$ cat config.mk
export PLATFORM = sky130hd
export DESIGN_NAME = command_buffer_arbiter_rr
export DESIGN_NICKNAME = d
export VERILOG_FILES = /design/src/rtl/afu_pkg.sv /design/src/rtl/command_buffer_arbiter_rr_round_robin_priority_arbiter.sv /design/src/rtl/command_buffer_arbiter_rr.sv
export SDC_FILE = /design/constraint.sdc
export NUM_CORES = 1
export LEC_CHECK = 0
export BUFFER_PORTS_ARGS = -buffer_cell sky130_fd_sc_hd__buf_2
export CORE_AREA = 2 2 184 186
export DETAILED_ROUTE_END_ITERATION = 6
export DIE_AREA = 0 0 186 188
export PLACE_DENSITY = 0.5
export SLEW_MARGIN = 30
export SYNTH_ARGS = -nofsm -noshare
export SYNTH_HDL_FRONTEND = slang
export SYNTH_HIERARCHICAL = 1
export SYNTH_SLANG_ARGS = --single-unit
$ cat constraint.sdc
create_clock -name clock -period 4.7 [get_ports clock]
set_clock_uncertainty 0.2 [all_clocks]
set_input_delay 0.94 -clock clock [delete_from_list [all_inputs] [get_ports clock]]
set_output_delay 0.94 -clock clock [all_outputs]
set_load 0.05 [all_outputs]
$ cat src/rtl/afu_pkg.sv
// Shared AFU command-path types: command buffer line, arbiter policy select
// and the idle line value driven when the arbiter output slot is empty.
package AFU_PKG;

  typedef enum logic {
    ARB_FIXED       = 1'b0,
    ARB_ROUND_ROBIN = 1'b1
  } ArbiterMode;

  typedef enum logic [3:0] {
    INVALID    = 4'd0,
    READ_CL_NA = 4'd1,
    READ_CL_S  = 4'd2,
    WRITE_NI   = 4'd3,
    WRITE_MI   = 4'd4
  } CommandType;

  typedef enum logic [1:0] {
    STRICT = 2'd0,
    ABORT  = 2'd1,
    PAGE   = 2'd2,
    SPEC   = 2'd3
  } TraceAbort;

  typedef struct packed {
    logic        valid;
    logic [7:0]  cmd;
    CommandType  command;
    logic [63:0] address;
    logic [11:0] size;
    TraceAbort   abt;
  } CommandBufferLine;

  localparam CommandBufferLine COMMAND_BUFFER_LINE_IDLE = '{
    valid:   1'b0,
    cmd:     8'h00,
    command: INVALID,
    address: 64'h0,
    size:    12'h0,
    abt:     STRICT
  };

endpackage

$ cat src/rtl/command_buffer_arbiter_rr_round_robin_priority_arbiter.sv
// Combinational priority pick: lowest index in fixed mode, first requester at
// or after ptr (wrapping) in round-robin mode.
import AFU_PKG::*;

module round_robin_priority_arbiter #(
  parameter int NUM_REQUESTS = 4
) (
  input  logic [NUM_REQUESTS-1:0]         reqs,
  input  logic [$clog2(NUM_REQUESTS)-1:0] ptr,
  input  ArbiterMode                      mode,
  output logic [NUM_REQUESTS-1:0]         grants,
  output logic [$clog2(NUM_REQUESTS)-1:0] grant_index
);

  localparam int PTR_W = $clog2(NUM_REQUESTS);

  logic [PTR_W-1:0] start;
  logic             found;
  int               idx;

  always_comb begin
    grants      = '0;
    grant_index = '0;
    found       = 1'b0;
    idx         = 0;
    start       = (mode == ARB_ROUND_ROBIN) ? ptr : '0;
    for (int i = 0; i < NUM_REQUESTS; i++) begin
      idx = int'(start) + i;
      if (idx >= NUM_REQUESTS) idx = idx - NUM_REQUESTS;
      if (!found && reqs[idx]) begin
        found       = 1'b1;
        grants[idx] = 1'b1;
        grant_index = PTR_W'(idx);
      end
    end
  end

endmodule

$ cat src/rtl/command_buffer_arbiter_rr.sv
// Merges per-engine command buffers into one registered command stream with
// selectable round-robin/fixed policy, grant lock and downstream back-pressure.
// Optional per-requester grant counters when ARB_GRANT_STATS_EN is defined.
import AFU_PKG::*;

module command_buffer_arbiter_rr #(
  parameter int NUM_REQUESTS = 4,
  parameter int PTR_W        = $clog2(NUM_REQUESTS)
) (
  input  logic                               clock,
  input  logic                               reset,
  input  logic                               enabled_in,
  input  ArbiterMode                         arb_mode,
  input  logic [NUM_REQUESTS-1:0]            lock_in,
  input  CommandBufferLine [NUM_REQUESTS-1:0] command_buffer_in,
  input  logic [NUM_REQUESTS-1:0]            requests,
  output logic [NUM_REQUESTS-1:0]            ready,
  output CommandBufferLine                   command_arbiter_out,
  input  logic                               out_ready
`ifdef ARB_GRANT_STATS_EN
  , output logic [31:0]                      grant_count [NUM_REQUESTS]
`endif
);

  logic             enabled_q;
  ArbiterMode       mode_q, mode_eff;
  logic             mode_chg;
  logic [PTR_W-1:0] rr_ptr_q, rr_ptr_d, ptr_eff;
  logic             lock_vld_q, lock_vld_d, lock_hit;
  logic [PTR_W-1:0] lock_idx_q, lock_idx_d;
  CommandBufferLine out_q, out_d;

  logic                    free, arb_en;
  logic [NUM_REQUESTS-1:0] arb_grants;
  logic [PTR_W-1:0]        arb_index, grant_idx;

  // Policy may only switch while nothing is parked in the output slot.
  assign mode_eff = out_q.valid ? mode_q : arb_mode;
  assign mode_chg = (mode_eff != mode_q);
  assign ptr_eff  = mode_chg ? '0 : rr_ptr_q;

  round_robin_priority_arbiter #(
    .NUM_REQUESTS(NUM_REQUESTS)
  ) u_pick (
    .reqs       (requests),
    .ptr        (ptr_eff),
    .mode       (mode_eff),
    .grants     (arb_grants),
    .grant_index(arb_index)
  );

  always_comb begin
    free       = ~out_q.valid | out_ready;
    arb_en     = enabled_q & free;
    lock_hit   = lock_vld_q & lock_in[lock_idx_q] & requests[lock_idx_q];
    ready      = '0;
    grant_idx  = arb_index;
    rr_ptr_d   = ptr_eff;
    lock_vld_d = lock_vld_q;
    lock_idx_d = lock_idx_q;
    out_d      = out_q;

    if (arb_en) begin
      if (lock_hit) begin
        ready[lock_idx_q] = 1'b1;
        grant_idx         = lock_idx_q;
      end else begin
        ready = arb_grants;
        if (|arb_grants)
          rr_ptr_d = (arb_index == PTR_W'(NUM_REQUESTS - 1)) ? '0 : arb_index + PTR_W'(1);
      end
      lock_vld_d = |ready;
      lock_idx_d = grant_idx;
    end else if (lock_vld_q && !requests[lock_idx_q]) begin
      lock_vld_d = 1'b0;
    end

    if (|ready) begin
      out_d       = command_buffer_in[grant_idx];
      out_d.valid = 1'b1;
    end else if (out_ready) begin
      out_d = COMMAND_BUFFER_LINE_IDLE;
    end
  end

  always_ff @(posedge clock) begin
    if (reset) begin
      enabled_q  <= 1'b0;
      mode_q     <= ARB_FIXED;
      rr_ptr_q   <= '0;
      lock_vld_q <= 1'b0;
      lock_idx_q <= '0;
      out_q      <= COMMAND_BUFFER_LINE_IDLE;
    end else begin
      enabled_q  <= enabled_in;
      mode_q     <= mode_eff;
      rr_ptr_q   <= rr_ptr_d;
      lock_vld_q <= lock_vld_d;
      lock_idx_q <= lock_idx_d;
      out_q      <= out_d;
    end
  end

  assign command_arbiter_out = out_q;

`ifdef ARB_GRANT_STATS_EN
  logic [31:0] cnt_q [NUM_REQUESTS];

  always_ff @(posedge clock) begin
    if (reset) begin
      for (int k = 0; k < NUM_REQUESTS; k++) cnt_q[k] <= '0;
    end else begin
      for (int k = 0; k < NUM_REQUESTS; k++)
        if (ready[k] && cnt_q[k] != 32'hFFFF_FFFF) cnt_q[k] <= cnt_q[k] + 32'd1;
    end
  end

  assign grant_count = cnt_q;
`endif

endmodule

==> impl_metrics.toml <==
[timing]
maxSlewViolCount = 0
final.period_utilization_pct = 96.2
finalHoldViolations = 0
relSlewSlack_pct = 61.6
rsz0062_at_grt = "yes"
min_period_ps = 4520
tightest_slew_ps = 561
fmaxAchievable_mhz = 221
setup_viol = 0
holdWs_ps = 254

[power_and_ir_drop]
leakagePower_nw = 4.27
power.density_nw_per_um2 = 262
peakVddDrop_uv = 159
p_total_mw = 2.47

[run]
cap_viol_max_count = 0

[routing]
drt-pass1-iter-count = 4
wire_per_inst_microns = 15.3
drt_wl_total_microns = 23600
ant_nets = 0
drc_errors = 0
vias_per_cell = 4.37
vias = 6746
drtIter0Drc = 248

[logic_synthesis]
synthAdderAreaFrac_pct = 0.206
synthCells = 633
synth_seq_cells = 98
synth_compound_area_share_pct = 18.2
async_flop_share_pct = 0
synth-edff-count = 0
synth_top_family_by_area = "multiplexers"
yosysSeqAreaShare_pct = 32.3
synth_nets = 1011
synth-main-ff-cell = "dfxtp_1"
yosysUniqueCellTypes = 58
synth-xor-area-share_pct = 0.289
syn_area_per_cell_sq_um = 9.59
netlist_area_sq_um = 6070
synthSimpleGateAreaFrac_pct = 10.5
synthMuxAreaShare_pct = 32.3
yosys_warnings = 6

[grt]
gr-total-overflow = 0
antenna_found_initial = 1
grt_usage_pct = 12.9
grt_pass1_wl_microns = 35000
grt_pass1_vias = 6694
grt_max_degree = 53

[finish]
final_cell_mix = "buf_2 (464), mux2i_1 (190), nand2_1 (103)"
finalNonFillerCells = 1542
final_area_sq_um = 9430
fillers = 3573
area_growth_pct = 55.3
final_util_pct = 28.5
fin_nets = 1466
final_common_cell = "buf_2"
drive_above_1_share_pct = 49.4

[placement]
port_buffers = 467
place_hpwl_microns = 18700
gp_congestion = 0.831
placed_cell_area_sq_um = 9020
dp_cells = 1521

[floorplanning]
start_util_pct = 18.3
die-height_microns = 188
io_pins = 472
fp.coreArea_sq_um = 33100
rows = 67
die_w_microns = 186
dieArea_sq_um = 35000

[critical_path]
required_ps = 3560
cp-end-kind = "output pin"
endpoint = "ready[2]"
cp.arrival_ps = 3380
slowest_stage = "mux2_2"
timing.rr.end = "command_arbiter_out[84]"
worstSetupStartpoint = "arb_mode"
r2r-start = "mode_q"
cp_max_fo = 11
path_common_cell = "buf_4"
r2r_cells = 17
critical_path.max_stage_delay_ps = 370
start_kind = "input pin"
critical_path_class = "input pin to output pin"
reg2reg_slack_ps = 910
crit_chain = "buf_2 > xnor2_1 > nor2_1 > nor2b_2 > buf_4 > buf_4 > mux2_2 > o221ai_4 > nand3_2 > o211ai_1 > nand2_1 > a21oi_1 > clkbuf_4"

[clock_network]
tritoncts = "yes"
clk_pin_slew_ps = 70
clock-root-buffer = "clkbuf_16"
cts.path.max_buffers = 2
htreeDepth = 3
clkLatencyLatePin_ps = 360
cts.sink_count = 98
cts_buffers = 9
ctsHoldBuffers = 0

[worst_hold_path]
hp-class = "flip-flop to flip-flop"

[status]
status = "complete, no violations"
-- timing repair --
item	CTS	global route
setup endpoints to repair	3	4
buffers inserted	0	4
pin swaps	0	2
gates resized for setup	1	13
-- critical path, delay by kind of cell --
family,cells,cell delay (ps)
AOI/OAI and AO/OA,3,610
xor gates and xnor gates,1,150
buffers and inverters,4,740
muxes,1,370
and+or+nand+nor,4,550
-- metrics by stage --
step | setup TNS, ps | setup slack (ps)
5_1_grt | -44.5 | -30.1
3_5_place_dp | -559 | -105
4_1_cts | 0 | 22.8
2_1_floorplan | 0 | 4.35
3_3_place_gp | -39.3 | -37.3
6_report | 0 | 178
-- cell type report --
type | count | area [sq um] | area share (%)
antenna | 1 | 2.50 | 0.0265
clock buffer | 10 | 239 | 2.54
clock inverter | 6 | 71.3 | 0.757
inverter | 3 | 11.3 | 0.119
multi-input combinational | 472 | 3820 | 40.6
sequential | 98 | 1960 | 20.8
tap | 448 | 561 | 5.95
timing repair buffer | 504 | 2760 | 29.2
-- Yosys cell counts, drive strengths merged (2+ instances only) --
master	n	area, sq um
a211oi	2	27.5
a21boi	2	15.0
a21oi	10	53.8
a221o	2	20.0
a221oi	2	17.5
and2	3	18.8
buf	41	288
clkbuf	19	71.3
dfxtp	98	1960
inv	3	11.3
mux2	3	37.5
mux2i	190	1900
nand2	104	393
nand2b	2	20.0
nand3	3	20.0
nand4b	2	17.5
nor2	13	48.8
nor2b	5	31.3
nor4	3	18.8
o2111ai	3	26.3
o211ai	3	22.5
o21a	2	15.0
o21ai	4	20.0
o221ai	91	797
o22ai	2	18.8
-- cells by family (layout without fill, tap and decap cells) --
family                   count (synthesis)  after routing
multiplexers                           194            194
XOR/XNOR                                 2              2
AO/OA/AOI/OAI                          131            131
flip-flops                              98             98
buffers and inverters                   63            523
other                                    0              1
adder cells (fa/ha/maj)                  1              1
AND/OR/NAND/NOR                        144            144
-- metal layers --
layer	vias to the layer above	track usage (%)	share of wire (%)
met5	-	0	0
met4	0	4.00	1.7
met3	15	3.52	6.6
met2	274	23.1	50
met1	3121	14.7	41
li1	3336	-	-
-- worst min path at each step --
stage                            startpoint                       to  depth (start not counted)
floorplan                         enabled_q  command_arbiter_out[90]                          2
global placement    command_arbiter_out[81]  command_arbiter_out[81]                          2
detailed placement  command_arbiter_out[60]  command_arbiter_out[60]                          2
CTS                 command_arbiter_out[62]  command_arbiter_out[62]                          2
global route        command_arbiter_out[82]  command_arbiter_out[82]                          2
finish              command_arbiter_out[12]  command_arbiter_out[12]                          2
-- registers in the layout, summed over array words and instances, names as in the netlist --
register	flops
lock_idx_q	2
lock_vld_q	1
rr_ptr_q	2
mode_q	1
command_arbiter_out	91
enabled_q	1
-- report_power, final --
part / leakage (nW) / internal [mW] / switching, mW / total (mW)
Sequential: 0.797 / 0.877 / 0.0255 / 0.903
Clock: 0.146 / 0.434 / 0.361 / 0.794
Combinational: 3.33 / 0.330 / 0.446 / 0.776
No activity file was read; power rests on OpenSTA's default activity.
